### src/rtl/accumulator_ctrl_pkg.sv
// Shared definitions for the accumulator tile sequencer: FSM encoding and
// default geometry, also consumed by the top-level TPU controller.
package accumulator_ctrl_pkg;

  localparam int unsigned ROWS_DEFAULT  = 2;
  localparam int unsigned CNT_W_DEFAULT = 8;

  typedef enum logic [2:0] {
    S_IDLE     = 3'd0,
    S_CLEAR    = 3'd1,
    S_ACCUM    = 3'd2,
    S_WAIT_BUF = 3'd3,
    S_FLUSH    = 3'd4
  } acc_state_e;

endpackage

### src/rtl/acc_drain_tracker.sv
// Tracks which of the two accumulator buffers hold a finished tile and hands
// them to the consumer in order through the drain_req/drain_done handshake.
module acc_drain_tracker (
  input  logic       clk,
  input  logic       reset,
  input  logic       init,
  input  logic       set_en,
  input  logic       set_idx,
  input  logic       drain_done,
  output logic [1:0] full,
  output logic [1:0] full_after_c,
  output logic       drain_req_c,
  output logic       drain_buf_c
);

  logic       drain_ptr;
  logic       drain_fire;
  logic [1:0] full_nxt;

  assign drain_req_c = full[drain_ptr];
  assign drain_buf_c = drain_ptr;
  assign drain_fire  = drain_done & drain_req_c;

  // Drain release is applied before the set so a buffer freed this cycle is visible to the FSM
  always_comb begin
    full_after_c = full;
    if (drain_fire) begin
      full_after_c[drain_ptr] = 1'b0;
    end
    full_nxt = full_after_c | (set_en ? (2'b01 << set_idx) : 2'b00);
  end

  always_ff @(posedge clk) begin
    if (!reset || init) begin
      full      <= 2'b00;
      drain_ptr <= 1'b0;
    end else begin
      full <= full_nxt;
      if (drain_fire) begin
        drain_ptr <= ~drain_ptr;
      end
    end
  end

endmodule

### src/rtl/accumulator_ctrl.sv
// Tile sequencer for the double-buffered accumulator: sums each output tile
// into one buffer while the other is drained by the downstream consumer.
module accumulator_ctrl
  import accumulator_ctrl_pkg::*;
#(
  parameter int unsigned ROWS  = ROWS_DEFAULT,
  parameter int unsigned CNT_W = CNT_W_DEFAULT
) (
  input  logic             clk,
  input  logic             reset,
  input  logic             start,
  input  logic [CNT_W-1:0] cfg_k_tiles,
  input  logic [CNT_W-1:0] cfg_out_tiles,
  input  logic             mmu_valid,
  output logic             mmu_ready,
  output logic             acc_clear,
  output logic             acc_valid_in,
  output logic             acc_accumulate,
  output logic             acc_addr_sel,
  output logic             drain_req,
  output logic             drain_buf,
  input  logic             drain_done,
  output logic             busy,
  output logic             done,
  output logic             err_overrun
);

  localparam int unsigned ROW_W = (ROWS > 1) ? $clog2(ROWS) : 1;

  acc_state_e       state, state_nxt;
  logic [CNT_W-1:0] k_eff, out_tiles_q, tile_cnt, k_cnt;
  logic [ROW_W-1:0] row_cnt;
  logic [1:0]       full, full_after_c;
  logic             start_acc, row_last, k_last, last_tile, tile_done;

  assign mmu_ready    = (state == S_ACCUM);
  assign acc_valid_in = mmu_valid & mmu_ready;
  assign row_last     = (row_cnt == ROW_W'(ROWS - 1));
  assign k_last       = (k_cnt == k_eff - CNT_W'(1));
  assign last_tile    = (tile_cnt == out_tiles_q - CNT_W'(1));
  assign tile_done    = acc_valid_in & row_last & k_last;

  always_ff @(posedge clk) begin
    if (!reset) begin
      state <= S_IDLE;
    end else begin
      state <= state_nxt;
    end
  end

  always_comb begin
    state_nxt = state;
    start_acc = 1'b0;
    acc_clear = 1'b0;
    busy      = 1'b1;
    done      = 1'b0;
    case (state)
      S_IDLE: begin
        busy = 1'b0;
        if (start) begin
          start_acc = 1'b1;
          state_nxt = S_CLEAR;
        end
      end
      S_CLEAR: begin
        acc_clear = 1'b1;
        state_nxt = (out_tiles_q == '0) ? S_FLUSH : S_ACCUM;
      end
      S_ACCUM: begin
        if (tile_done) begin
          if (last_tile) begin
            state_nxt = S_FLUSH;
          end else if (full_after_c[~acc_addr_sel]) begin
            state_nxt = S_WAIT_BUF;
          end
        end
      end
      S_WAIT_BUF: begin
        if (!full[acc_addr_sel]) begin
          state_nxt = S_ACCUM;
        end
      end
      S_FLUSH: begin
        if (full == 2'b00) begin
          done      = 1'b1;
          state_nxt = S_IDLE;
        end
      end
      default: state_nxt = S_IDLE;
    endcase
  end

  // Row/K/tile counters; accumulate and buffer select only move after a K-tile's last row
  always_ff @(posedge clk) begin
    if (!reset) begin
      k_eff          <= '0;
      out_tiles_q    <= '0;
      tile_cnt       <= '0;
      k_cnt          <= '0;
      row_cnt        <= '0;
      acc_accumulate <= 1'b0;
      acc_addr_sel   <= 1'b0;
      err_overrun    <= 1'b0;
    end else begin
      if (start_acc) begin
        k_eff          <= (cfg_k_tiles == '0) ? CNT_W'(1) : cfg_k_tiles;
        out_tiles_q    <= cfg_out_tiles;
        tile_cnt       <= '0;
        k_cnt          <= '0;
        row_cnt        <= '0;
        acc_accumulate <= 1'b0;
        acc_addr_sel   <= 1'b0;
      end else if (acc_valid_in) begin
        if (row_last) begin
          row_cnt <= '0;
          if (k_last) begin
            k_cnt          <= '0;
            acc_accumulate <= 1'b0;
            tile_cnt       <= tile_cnt + CNT_W'(1);
            if (!last_tile) begin
              acc_addr_sel <= ~acc_addr_sel;
            end
          end else begin
            k_cnt          <= k_cnt + CNT_W'(1);
            acc_accumulate <= 1'b1;
          end
        end else begin
          row_cnt <= row_cnt + ROW_W'(1);
        end
      end

      if (start_acc) begin
        err_overrun <= 1'b0;
      end else if (mmu_valid && !mmu_ready) begin
        err_overrun <= 1'b1;
      end
    end
  end

  acc_drain_tracker u_drain (
    .clk          (clk),
    .reset        (reset),
    .init         (start_acc),
    .set_en       (tile_done),
    .set_idx      (acc_addr_sel),
    .drain_done   (drain_done),
    .full         (full),
    .full_after_c (full_after_c),
    .drain_req_c  (drain_req),
    .drain_buf_c  (drain_buf)
  );

endmodule

### config.mk
export PLATFORM = sky130hd
export DESIGN_NAME = accumulator_ctrl
export DESIGN_NICKNAME = d
export VERILOG_FILES = /design/src/rtl/accumulator_ctrl_pkg.sv /design/src/rtl/acc_drain_tracker.sv /design/src/rtl/accumulator_ctrl.sv
export SDC_FILE = /design/constraint.sdc
export NUM_CORES = 1
export LEC_CHECK = 0
export CORE_MARGIN = 1
export CORE_UTILIZATION = 50
export DETAILED_ROUTE_END_ITERATION = 10
export GPL_TIMING_DRIVEN = 0
export PLACE_DENSITY = 0.78
export SYNTH_ARGS = -nofsm -noshare
export SYNTH_HDL_FRONTEND = slang
export SYNTH_SLANG_ARGS = --single-unit
### constraint.sdc
create_clock -name clk -period 3.1 [get_ports clk]
set_clock_uncertainty 0.2 [all_clocks]
set_input_delay 0.93 -clock clk [delete_from_list [all_inputs] [get_ports clk]]
set_output_delay 0.93 -clock clk [all_outputs]
set_load 0.005 [all_outputs]
==> results of run 1 <==
## state kept, by name (all words and copies together), names as in the netlist
signal,flops
out_tiles_q,8
u_drain.drain_buf_c,1
k_cnt,8
err_overrun,1
acc_accumulate,1
u_drain.full,2
tile_cnt,8
k_eff,8
state,3
row_cnt,1
acc_addr_sel,1
## layout make-up
| class | instances | area (um2) |
|---|---|---|
| plain buffers | 15 | 58.8 |
| clock buffers | 6 | 82.6 |
| inverters | 12 | 45.0 |
| flip-flops and latches | 42 | 841 |
| clock inverters | 2 | 12.5 |
| multi-input cells | 233 | 1470 |
| fillers | 418 | 1630 |
| repair buffers | 30 | 299 |
| well taps | 52 | 65.1 |
## metal layers
metal,vias to the layer above,part of all wire
met2,44,0.45
li1,1153,-
met3,10,0.042
met5,-,0
met1,1040,0.49
met4,0,0.016
## worst paths after layout
path / startpoint / endpoint / slack, ps / cells after the start
setup / recovery: state[2] / busy / 120 / 3
hold / removal: err_overrun / err_overrun / 280 / 2
setup reg to reg: k_eff[0] / tile_cnt[6] / 340 / 10
hold reg to reg: err_overrun / err_overrun / 280 / 2
## stage by stage
step	total power (uW)	setup slack, ps
6_report	1730	124
5_1_grt	1860	-2.89
4_1_cts	1740	134
3_5_place_dp	1360	-164
3_3_place_gp	1350	-149
2_1_floorplan	1150	661
## worst min-delay path, stage by stage (launching register included)
cell and delay (ps):
dfxtp_1 330, a21oi_1 40, nor2_1 70
## cells by family (layout without fill, tap and decap cells)
logic type | count (synthesis) | count (layout)
simple gates | 134 | 134
compound gates | 67 | 67
flops | 42 | 42
buf+inv | 27 | 65
xor+xnor | 22 | 22
fa+ha+maj | 5 | 5
mux | 5 | 5
## repair_timing
item,4_1_cts,5_1_grt
hold buffers,0,0
setup endpoints to repair,1,1
gates cloned,0,0
resized for setup,2,0
## power by group through the flow
stage          Combinational [uW]  Sequential [uW]  Clock, uW
2_1_floorplan                 480              673          0
5_1_grt                       761              695        405
6_report                      672              682        379
3_3_place_gp                  655              692          0
3_5_place_dp                  668              696          0
4_1_cts                       671              682        387
## synthesized netlist by cell type, drive strengths merged, types with 8 or more instances
library cell / count / area share
dfxtp: 42 / 0.35
xnor2: 11 / 0.040
nand3: 10 / 0.021
clkbuf: 13 / 0.020
and3: 8 / 0.021
a21oi: 22 / 0.046
xor2: 10 / 0.036
nor2: 16 / 0.025
inv: 12 / 0.019
nand2: 46 / 0.072
nor3: 16 / 0.033
a21boi: 15 / 0.047
==> metrics.txt, run 1 <==
status=finished, final reports clean; post-route ant nets=0; total track usage=0.236; vias in the first global route=2042; post-synthesis xor/xnor area fraction=0.0861; grt ovf=0; final hold viol count=0; synthesis-to-layout area growth=19.1%; EDFF count, synth=0; crit path DAT=1850 ps; clock slew at reported path FFs=80 ps; commonest non-fill, non-tap cell in the layout=nand2_1; Synth Area in Simple Gates=0.283; largest net degree at the start of global routing=14; Setup crit end kind=output pin; async set or reset register ratio after synthesis=0; critical path data required time=1970 ps; DR DRC count=0; TritonRoute pass-1 iters=4; layout cells sized above 1=0.0529; CTS tree=done; critical path class=reg -> out; GR Layer Usage met1=0.306; first-pass GRT wire length=9380 um; die span in y=71.5 um; Top Ports=31; Net Sw Frac=0.366; clk sinks=42; largest family of logic cells by synthesized area=simple AND/OR/NAND/NOR gates; antenna violations before repair=0; Finished Core Util=0.638; Max-Cap Viols=0; Clock Path Buffers=2; post-CTS setup buffers=0; final WL=5360 um; top_reg_cell synth=dfxtp_1; CTS root buf=clkbuf_8; hold slack=275 ps; RSZ-0062 raised after global routing=yes; Final setup viols=0; YS warnings=0; Mapped Area=2410 um2; critical path peak fanout=7; setup TNS=0 ps; Vias=2247; Vias/cell=5.73; Pint=1100 uW; clock group share of total power=0.219; Comb power frac=0.388; worst-path cell chain=nor3_1, inv_1, clkdlybuf4s50_1; Avg WL per Cell=13.7 um; Final min period=2980 ps; Die X=71.5 um; worst path bufs/invs=2; Starting Density=0.536; worst-skew pair later-pin latency=310 ps; Synth Area in Compound Gates=0.192; Post-DP HPWL=4010 um; Finished Cell Area=2870 um2; Slowest-stage cell, CP=nor3_1; sequential element share of the synthesized area=0.349; placed cell area=2780 um2; TritonCTS buffer count=5; Slew headroom=0.545; Worst path top cell family by delay=simple AND/OR/NAND/NOR gates; fmax=0.336 GHz; area of the core=4500 um2; average size of a mapped cell=7.99 um2; adder-cell share of the synthesized area=0.0259; Sequential Power Share=0.394; Finished Layout Cells=392; mux cell area share after synthesis=0.0218; Post-Syn Nets=328; Distinct cells, synth=47; die area=5110 um2; M2 GR Usage=0.384; sw power=635 uW; grt met3 use=0.0577; Placed Cells=384; CP startpoint kind=flop; Rows=24; 1st-iter DRT viols=119; final net count=365; final worst path period share=0.960; Cells after Synth=302; Most Crowded Layer GR=met2; most frequent cells in the layout=46 x nand2_1, 42 x dfxtp_1, 29 x clkdlybuf4s50_1; worst hold path type=reg -> reg; cell leakage power=0.00104 uW; GP Congestion=0.863; ANT cells=0; Power Density=603 nW/um2; Crit path largest cell delay=600 ps; Yosys reg bits=42; peak supply drop=0.000331 V; number of H-tree levels=2; Worst-Margin Slew=678 ps; max-slew violations=0; IO Port Bufs=30
Power figures use the tool's default switching activity.
==> run 2, diff against run 1 <==
MAX_ROUTING_LAYER = met4   (was default)
==> run 2 against run 1 <==
  * Die area stayed put
  * Worst setup slack better by 4.5 ps
  * Via count increased by 0.45%
  * Critical path depth unchanged
  * Final cell count did not move
  * Combinational power barely moved
  * Cell area did not move
  * Clock-buffer cell count unchanged
  * Highest routed layer unchanged
  * Non-clock buffer count unchanged
==> metrics.txt, run 2 (synthesis gave the netlist of run 1 again) <==
TritonRoute pass-1 iters=4 (unchanged); largest net degree at the start of global routing=14 (unchanged); crit path DAT=1840 ps (about the same); commonest non-fill, non-tap cell in the layout=nand2_1; Power Density=604 nW/um2 (+0.14%); final hold viol count=0 (unchanged); reg2reg start=k_eff[0]; Max-Cap Viols=0 (unchanged); post-route ant nets=0 (unchanged); final WL=5370 um (+0.28%); GP Congestion=0.877 (+1.6%); final net count=365 (unchanged); total track usage=0.243 (+0.00750); Final Total Pwr=1740 uW (+0.14%); hold path depth=2 (unchanged); setup TNS=0 ps (unchanged); most frequent cells in the layout=46 x nand2_1, 42 x dfxtp_1, 29 x clkdlybuf4s50_1; CTS tree=done; layout cells sized above 1=0.0529 (unchanged); Vias/cell=5.76 (+0.45%); die span in y=71.5 um (unchanged); vias in the first global route=2040 (-0.098%); die area=5110 um2 (unchanged); Final min period=2970 ps (-4.54 ps); CP startpoint kind=flop; RSZ-0062 raised after global routing=yes; r2r setup slk=360 ps (+20 ps); ANT cells=0 (unchanged); Die X=71.5 um (unchanged); Slew headroom=0.552 (+0.00722); R2R depth=10 (unchanged); post-CTS setup buffers=0 (unchanged); area of the core=4500 um2 (unchanged); cell leakage power=0.00104 uW (unchanged); Rows=24 (unchanged); worst-skew pair later-pin latency=310 ps (about the same); first-pass GRT wire length=9380 um (about the same); final worst path period share=0.959 (-0.00146); clk sinks=42 (unchanged); Worst-Margin Slew=667 ps (-10.8 ps); end of the worst register-to-register path=tile_cnt[6]; fmax=0.337 GHz (+0.15%); Crit path largest cell delay=590 ps (about the same); Clock Path Buffers=2 (unchanged); worst path bufs/invs=2 (unchanged); TritonCTS buffer count=5 (unchanged); critical path peak fanout=7 (unchanged); IO Port Bufs=30 (unchanged); antenna violations before repair=0 (unchanged); Placed Cells=384 (unchanged); DR DRC count=0 (unchanged); hold_buf cts=0 (unchanged); Slowest-stage cell, CP=nor3_1; critical path class=reg -> out; worst hold path type=reg -> reg; grt ovf=0 (unchanged); synthesis-to-layout area growth=19.1% (unchanged); critical path data required time=1970 ps (about the same); status=finished, final reports clean; clock slew at reported path FFs=80 ps (about the same); max-slew violations=0 (unchanged); min-delay src=err_overrun; Worst path top cell family by delay=simple AND/OR/NAND/NOR gates; 1st-iter DRT viols=126 (+5.9%); Finished Layout Cells=392 (unchanged); CTS root buf=clkbuf_8; Vias=2257 (+0.45%); Setup crit end kind=output pin; worst-path cell chain=nor3_1, inv_1, clkdlybuf4s50_1; Starting Density=0.536 (unchanged); Top Ports=31 (unchanged); peak supply drop=0.000331 V (about the same); Hold Path Sink=err_overrun; Avg WL per Cell=13.7 um (+0.28%); Final setup viols=0 (unchanged); Post-DP HPWL=4010 um (unchanged); number of H-tree levels=2 (unchanged)
[run 2: cell counts in the layout (fill, tap and decap cells not counted)]
No cell type changed its count.
[run 2: cell type report]
| class | count | area [um2] |
|---|---|---|
| repair buffers | 30 | 299 |
| multi-input cells | 233 | 1470 |
| clock buffers | 6 | 82.6 |
| clock inverters | 2 | 12.5 |
| inverters | 12 | 45.0 |
| plain buffers | 15 | 58.8 |
| well taps | 52 | 65.1 |
| flip-flops and latches | 42 | 841 |
| fillers | 418 | 1630 |
[run 2: metal layers]
metal	GRT usage	vias to the layer above	routed length [um]
li1	-	1153	-
met1	0.308	1051	2630
met2	0.383	43	2440
met3	0.0577	10	233
met4	0.0828	0	78
met5	-	-	0
[run 2: where the power goes]
group / switching, uW / leakage, uW / internal [uW]
clock: 202 / 0.0000472 / 179
sequential: 80.9 / 0.000341 / 602
combinational: 354 / 0.000653 / 318
[run 2: repair_timing]
item | 4_1_cts | 5_1_grt
setup endpoints to repair | 1 | 1
resized for setup | 2 | 0
endpoints found under the hold margin | 0 | 0
[run 2: how the worst max path moves through the flow]
stage                    from  depth (start not counted)      endpoint
global route         state[2]                          3          busy
detailed placement  mmu_valid                          3  acc_valid_in
global placement    mmu_valid                          3  acc_valid_in
floorplan            k_eff[0]                          9   tile_cnt[5]
finish               state[2]                          3          busy
CTS                  state[2]                          3          busy
[run 2: through the flow]
stage / hold WS [ps] / setup slack [ps] / cell area (um2) / utilization
after floorplan: 255 / 661 / 2410 / -
after global placement: 250 / -149 / 2780 / 0.617
after detailed placement: 257 / -164 / 2780 / 0.617
after CTS: 278 / 134 / 2870 / 0.638
after global routing: 325 / -2.89 / 2870 / 0.638
final: 275 / 128 / 2870 / 0.638
[run 2: worst register-to-register path: cells and delay by family (launching register included)]
kind                       cells  cell delay, ps
buffers and inverters          3             500
AOI/OAI and AO/OA              2             400
xor gates and xnor gates       1             130
and+or+nand+nor                3             620
DFF                            1             450
adders and majority gates      1             320
